`src/rtl/mem_wb_pipe.sv`:
```
// mem_wb_pipe: MEM/WB pipeline stage register with valid/ready handshake,
// flush, $zero write suppression and a precomputed writeback value.
// SKID=1 gives a 2-entry skid buffer with registered ready; SKID=0 gives a
// single entry with combinational ready.
// Optional build macro MEM_WB_STALL_CNT_EN adds a saturating stall counter
// on stallCount_OUT.
module mem_wb_pipe #(
  parameter int unsigned DATA_W = 32,
  parameter int unsigned REG_W  = 5,
  parameter int unsigned SKID   = 1,
  parameter int unsigned CNT_W  = 16
) (
  input  logic              clk_mem_wb_pipe,
  input  logic              rst_mem_wb_pipe,
  input  logic              valid_IN,
  output logic              ready_OUT,
  input  logic [DATA_W-1:0] data_IN,
  input  logic [DATA_W-1:0] resALU_IN,
  input  logic [REG_W-1:0]  regDst_IN,
  input  logic [1:0]        WB_IN,
  input  logic              flush_IN,
  output logic              valid_OUT,
  input  logic              ready_IN,
  output logic [DATA_W-1:0] data_OUT,
  output logic [DATA_W-1:0] resALU_OUT,
  output logic [REG_W-1:0]  regDst_OUT,
  output logic              RegWrite_OUT,
  output logic              MemtoReg_OUT,
  output logic [DATA_W-1:0] wbValue_OUT
`ifdef MEM_WB_STALL_CNT_EN
  ,
  output logic [CNT_W-1:0]  stallCount_OUT
`endif
);

  if (DATA_W < 1 || REG_W < 1 || CNT_W < 1 || SKID > 1) begin : g_bad_param
    $error("mem_wb_pipe: illegal parameter value");
  end

  typedef enum logic [1:0] {
    ST_EMPTY,
    ST_ONE,
    ST_FULL
  } state_e;

  typedef struct packed {
    logic [DATA_W-1:0] data;
    logic [DATA_W-1:0] alu;
    logic [REG_W-1:0]  rd;
    logic              rw;
    logic              m2r;
    logic [DATA_W-1:0] wb;
  } entry_t;

  state_e state_q, state_d;
  entry_t m_q, m_d;
  entry_t s_q, s_d;
  logic   ready_q, ready_d;
  entry_t in_entry;
  logic   in_fire;
  logic   out_fire;

  assign in_fire  = valid_IN & ready_OUT;
  assign out_fire = valid_OUT & ready_IN;

  // Capture-side formatting: suppress $zero writes, precompute writeback value
  always_comb begin
    in_entry      = '0;
    in_entry.data = data_IN;
    in_entry.alu  = resALU_IN;
    in_entry.rd   = regDst_IN;
    in_entry.rw   = WB_IN[1] & (regDst_IN != '0);
    in_entry.m2r  = WB_IN[0];
    in_entry.wb   = WB_IN[0] ? data_IN : resALU_IN;
  end

  // State, entry and registered-ready flops
  always_ff @(posedge clk_mem_wb_pipe) begin
    if (rst_mem_wb_pipe) begin
      state_q <= ST_EMPTY;
      m_q     <= '0;
      s_q     <= '0;
      ready_q <= 1'b1;
    end else begin
      state_q <= state_d;
      m_q     <= m_d;
      s_q     <= s_d;
      ready_q <= ready_d;
    end
  end

  // Next-state: skid FSM or single-entry occupancy; flush forces EMPTY
  always_comb begin
    state_d = state_q;
    if (SKID != 0) begin
      unique case (state_q)
        ST_EMPTY: if (in_fire) state_d = ST_ONE;
        ST_ONE: begin
          if (in_fire && !out_fire) state_d = ST_FULL;
          else if (!in_fire && out_fire) state_d = ST_EMPTY;
        end
        ST_FULL:  if (out_fire) state_d = ST_ONE;
        default:  state_d = ST_EMPTY;
      endcase
    end else begin
      if (in_fire) state_d = ST_ONE;
      else if (out_fire) state_d = ST_EMPTY;
    end
    if (flush_IN) state_d = ST_EMPTY;
    // ready is registered from the next state so ready_IN never reaches ready_OUT
    ready_d = (state_d != ST_FULL);
  end

  // Entry payload moves; payload holds while invalid, flush discards the input
  always_comb begin
    m_d = m_q;
    s_d = s_q;
    if (!flush_IN) begin
      if (SKID != 0) begin
        if (in_fire && (state_q == ST_EMPTY || (state_q == ST_ONE && out_fire)))
          m_d = in_entry;
        else if (in_fire && state_q == ST_ONE)
          s_d = in_entry;
        else if (state_q == ST_FULL && out_fire)
          m_d = s_q;
      end else begin
        if (in_fire) m_d = in_entry;
      end
    end
  end

  // Output drive: bubbles never write the register file
  always_comb begin
    valid_OUT    = (state_q != ST_EMPTY);
    ready_OUT    = (SKID != 0) ? ready_q : (ready_IN | ~valid_OUT);
    data_OUT     = m_q.data;
    resALU_OUT   = m_q.alu;
    regDst_OUT   = m_q.rd;
    RegWrite_OUT = valid_OUT & m_q.rw;
    MemtoReg_OUT = m_q.m2r;
    wbValue_OUT  = m_q.wb;
  end

`ifdef MEM_WB_STALL_CNT_EN
  logic [CNT_W-1:0] stall_cnt_q, stall_cnt_d;

  // Saturating count of cycles where a valid entry is held back
  always_comb begin
    stall_cnt_d = stall_cnt_q;
    if (valid_OUT && !ready_IN && stall_cnt_q != '1)
      stall_cnt_d = stall_cnt_q + CNT_W'(1);
  end

  // Stall counter flop, cleared by reset only
  always_ff @(posedge clk_mem_wb_pipe) begin
    if (rst_mem_wb_pipe) stall_cnt_q <= '0;
    else                 stall_cnt_q <= stall_cnt_d;
  end

  assign stallCount_OUT = stall_cnt_q;
`endif

endmodule

```
`config.mk`:
```
export PLATFORM = sky130hd
export DESIGN_NAME = mem_wb_pipe
export DESIGN_NICKNAME = d
export VERILOG_FILES = /design/src/rtl/mem_wb_pipe.sv
export SDC_FILE = /design/constraint.sdc
export NUM_CORES = 1
export LEC_CHECK = 0
export CAP_MARGIN = 20
export CORE_MARGIN = 2
export CORE_UTILIZATION = 47
export DETAILED_ROUTE_END_ITERATION = 6
export GPL_TIMING_DRIVEN = 0
export PLACE_DENSITY = 0.76
export SLEW_MARGIN = 10
export SYNTH_ARGS = -nofsm -noshare
export SYNTH_HDL_FRONTEND = slang
export SYNTH_SLANG_ARGS = --single-unit
```
`constraint.sdc`:
```
create_clock -name clk_mem_wb_pipe -period 1.66 [get_ports clk_mem_wb_pipe]
set_clock_uncertainty 0.1 [all_clocks]
set_input_delay 0.249 -clock clk_mem_wb_pipe [delete_from_list [all_inputs] [get_ports clk_mem_wb_pipe]]
set_output_delay 0.249 -clock clk_mem_wb_pipe [all_outputs]
set_load 0.05 [all_outputs]
```
==> results of run 1 <==
==> sequential cells by signal (all words and copies together) (netlist names) <==
name,cells
MemtoReg_OUT,1
data_OUT,32
m_q,1
ready_OUT,1
regDst_OUT,5
resALU_OUT,32
s_q,103
state_q,2
wbValue_OUT,32
==> final timing paths <==
kind         cells past startpoint                  start  slack, ns                          to
max                              7  state_q[1]$_SDFF_PP0_      -0.35  resALU_OUT[7]$_SDFFE_PP0P_
min                              2               flush_IN       0.23       state_q[0]$_SDFF_PP0_
max reg2reg                      7  state_q[1]$_SDFF_PP0_      -0.35  resALU_OUT[7]$_SDFFE_PP0P_
min reg2reg                      2   s_q[56]$_SDFFE_PP0P_       0.36        s_q[56]$_SDFFE_PP0P_
==> power by group through the flow <==
stage / clock network [mW] / registers [mW] / logic [mW]
2_1_floorplan: 0 / 5.39 / 1.46
3_3_place_gp: 0 / 5.43 / 2.23
3_5_place_dp: 0 / 5.43 / 2.25
4_1_cts: 5.08 / 5.32 / 2.50
5_1_grt: 5.31 / 5.36 / 3.03
6_report: 5.18 / 5.35 / 2.95
==> metal layers <==
| metal | track usage (%) | part of all wire (%) | up-vias |
|---|---|---|---|
| li1 | - | - | 4381 |
| met1 | 36.5 | 35 | 4910 |
| met2 | 47.8 | 46 | 895 |
| met3 | 5.06 | 11 | 273 |
| met4 | 11.5 | 7.8 | 2 |
| met5 | 0 | 0.035 | - |
==> cells by family (layout without fill, tap and decap cells) <==
family,count (synthesis),in the layout,share of synthesized area [%]
AOI/OAI and AO/OA,209,209,16.4
buffers and inverters,199,482,12.8
DFF,209,209,44.6
muxes,35,35,3.74
other,0,1,0
and+or+nand+nor,498,500,22.4
==> cells in the mapped netlist, drive strengths merged <==
library cell	count
a211oi	32
a21oi	71
a311oi	71
and2	1
and3	32
and3b	1
buf	147
clkbuf	51
dfxtp	209
inv	1
mux2i	35
nand2	284
nand2b	34
nand3b	1
nand4bb	1
nor2	137
nor2b	1
nor3	2
o21a	1
o22a	1
o31ai	1
o32ai	32
or2	1
or3	1
or4	2
==> area by class of cell <==
cell class	instances	area, um^2	share of cell area, %
Multi-Input combinational cell	744	5000	34.3
Sequential cell	209	4200	28.8
Timing Repair Buffer	249	2560	17.5
Buffer	192	1750	12.0
Clock buffer	34	697	4.78
Tap cell	265	332	2.27
Clock inverter	6	55.1	0.377
Inverter	1	3.75	0.0257
Antenna cell	1	2.50	0.0172
==> timing repair <==
item / 4_1_cts / 5_1_grt
pin swaps: 85 / 46
hold buffers: 0 / 0
cloned: 11 / 23
resized for setup: 636 / 298
buffers inserted: 18 / 28
setup endpoints to repair: 314 / 246
==> worst register-to-register path: stages (launching register included) <==
cell	delay [ns]
dfxtp_4	0.36
nand3b_4	0.19
o31ai_4	0.34
buf_4	0.20
buf_12	0.16
buf_8	0.15
nor2_1	0.06
a311oi_1	0.34
==> metrics by stage <==
| stage | cells | cell area [um^2] |
|---|---|---|
| final | 1701 | 14600 |
| after global routing | 1700 | 14600 |
| after CTS | 1661 | 13300 |
| after detailed placement | 1594 | 11500 |
| after global placement | 1594 | 11500 |
| after floorplan | 1150 | 9380 |
==> summary.txt, run 1 <==
Logic synthesis
  • Mapped cell area: approximately 0.0094 mm^2
  • Syn. warnings: 0
  • FF+latch count, synth: 209
  • Largest cells by area after synthesis: dfxtp_1, nand2_1, buf_4
  • Synth top area share: 44.6%
  • Syn nets: 1226
  • Yosys cell types: 29
  • Post-Syn Instances: 1150
  • Post-synth top area cell: dfxtp_1
  • Mapped Avg Cell Area: 8.15 um^2
  • Sequential-to-total area share from yosys stat: around 45%

Layout
  • Final core utilization: 74.7%
  • Share of layout cells above drive strength 1: about 40%
  • Fillers: around 1200
  • Area overhead of the layout relative to synthesis: 55.5%
  • Most frequent cells in the layout: nand2_1, dfxtp_1, buf_4
  • Commonest non-fill, non-tap cell in the layout: nand2_1
  • Nets: 1495

Floorplanning
  • Core area: between 0.015 and 0.02 mm^2
  • Row cnt: 51
  • Die Footprint: approximately 0.021 mm^2
  • I/O pin total: approximately 180
  • Starting Density: 48.0%
  • Die H: 145 um
  • Die Width: 145 um

Min path
  • Worst min path class: input pin to register

Power and ir drop
  • P_leak: around 5.9 nW
  • Seq pwr share: 39.7%
  • Switching Share: between 20 and 30%
  • Tot Pwr: approximately 13 mW
  • Max IR drop VDD: roughly 730 uV
  • Pwr dens: 924 mW/mm^2
  • Internal power: 9.45 mW
  • Clk pwr share: approximately two fifths
  • Switch Pwr: 4.03 mW
  • Logic gate share of total power: between 20% and 30%

STA
  • Rel. slew slack: 50.0%
  • Slew Viols, Final: 0
  • Hold_ws: 0.227 ns
  • Final setup margin: -0.349 ns
  • Final setup viols: 222
  • Sum Neg Setup Slack: -34.37 ns
  • Final min period: 2.01 ns
  • Slew at the pin closest to its max-slew limit: 0.750 ns
  • RSZ-0062 raised after global routing: true
  • Fmax: 498 MHz
  • Final Hold Viols: 0
  • Period utilization: 121%

Drt
  • Vias per cell: 6.15
  • DRC: 1
  • Drt pass-1 iters: 7
  • Via count: ~10000
  • Initial drt markers: ~1100
  • Drt total wl: 40000 um
  • Routed wire per std cell: ~24 um
  • Final ANT Viol Nets: 0

Worst setup path
  • Crit start category: register
  • Worst-path fanout max: 7
  • CP cell instances: nand3b_4 -> o31ai_4 -> buf_4 -> buf_12 -> buf_8 -> nor2_1 -> a311oi_1
  • Crit path max-delay family: compound AO/OA/AOI/OAI gates
  • Largest stage delay, worst path: 0.36 ns
  • Critical path required time: 1.95 ns
  • WS Path Type: register to register
  • CP bufs+invs: 3
  • Crit path DAT: 2.30 ns
  • Worst setup EP type: register
  • CP max stage cell: dfxtp_4

Run
  • Max-cap check violation count: 0

Clock network
  • Worst skew pair latency: between 0.5 and 0.6 ns
  • Total number of clock tree sinks: 209
  • Worst-path clk slew: 0.06 ns
  • Htree depth: 1
  • CTS Buf Count: 22
  • Clock buffer depth: 3
  • Root buffer cell: clkbuf_16
  • CTS tree: done

Global routing
  • Initial antenna violation count: 1
  • Global-route usage over all layers: between 20% and 30%
  • Vias in the first global route: a little under 9000
  • First-pass GRT wire length: 48800 um
  • Grt ovf: 0
  • Largest net degree at the start of global routing: 14

Status
  • Status: complete, but fails checks
  • Failing checks: DRC, setup timing

Placed design
  • Place WS: -0.941 ns
  • Number of buffers added on ports: approximately 180
  • RePlAce Congestion: between 0.8 and 0.9
  • HPWL Detailed: 20200 um
Note: power is estimated with default switching activity, not from simulation.
==> run 2, diff against run 1 <==
CAP_MARGIN = 10   (was 20)
==> results of run 2 <==
Final layout, timing and power as in run 1 (identical DEF).
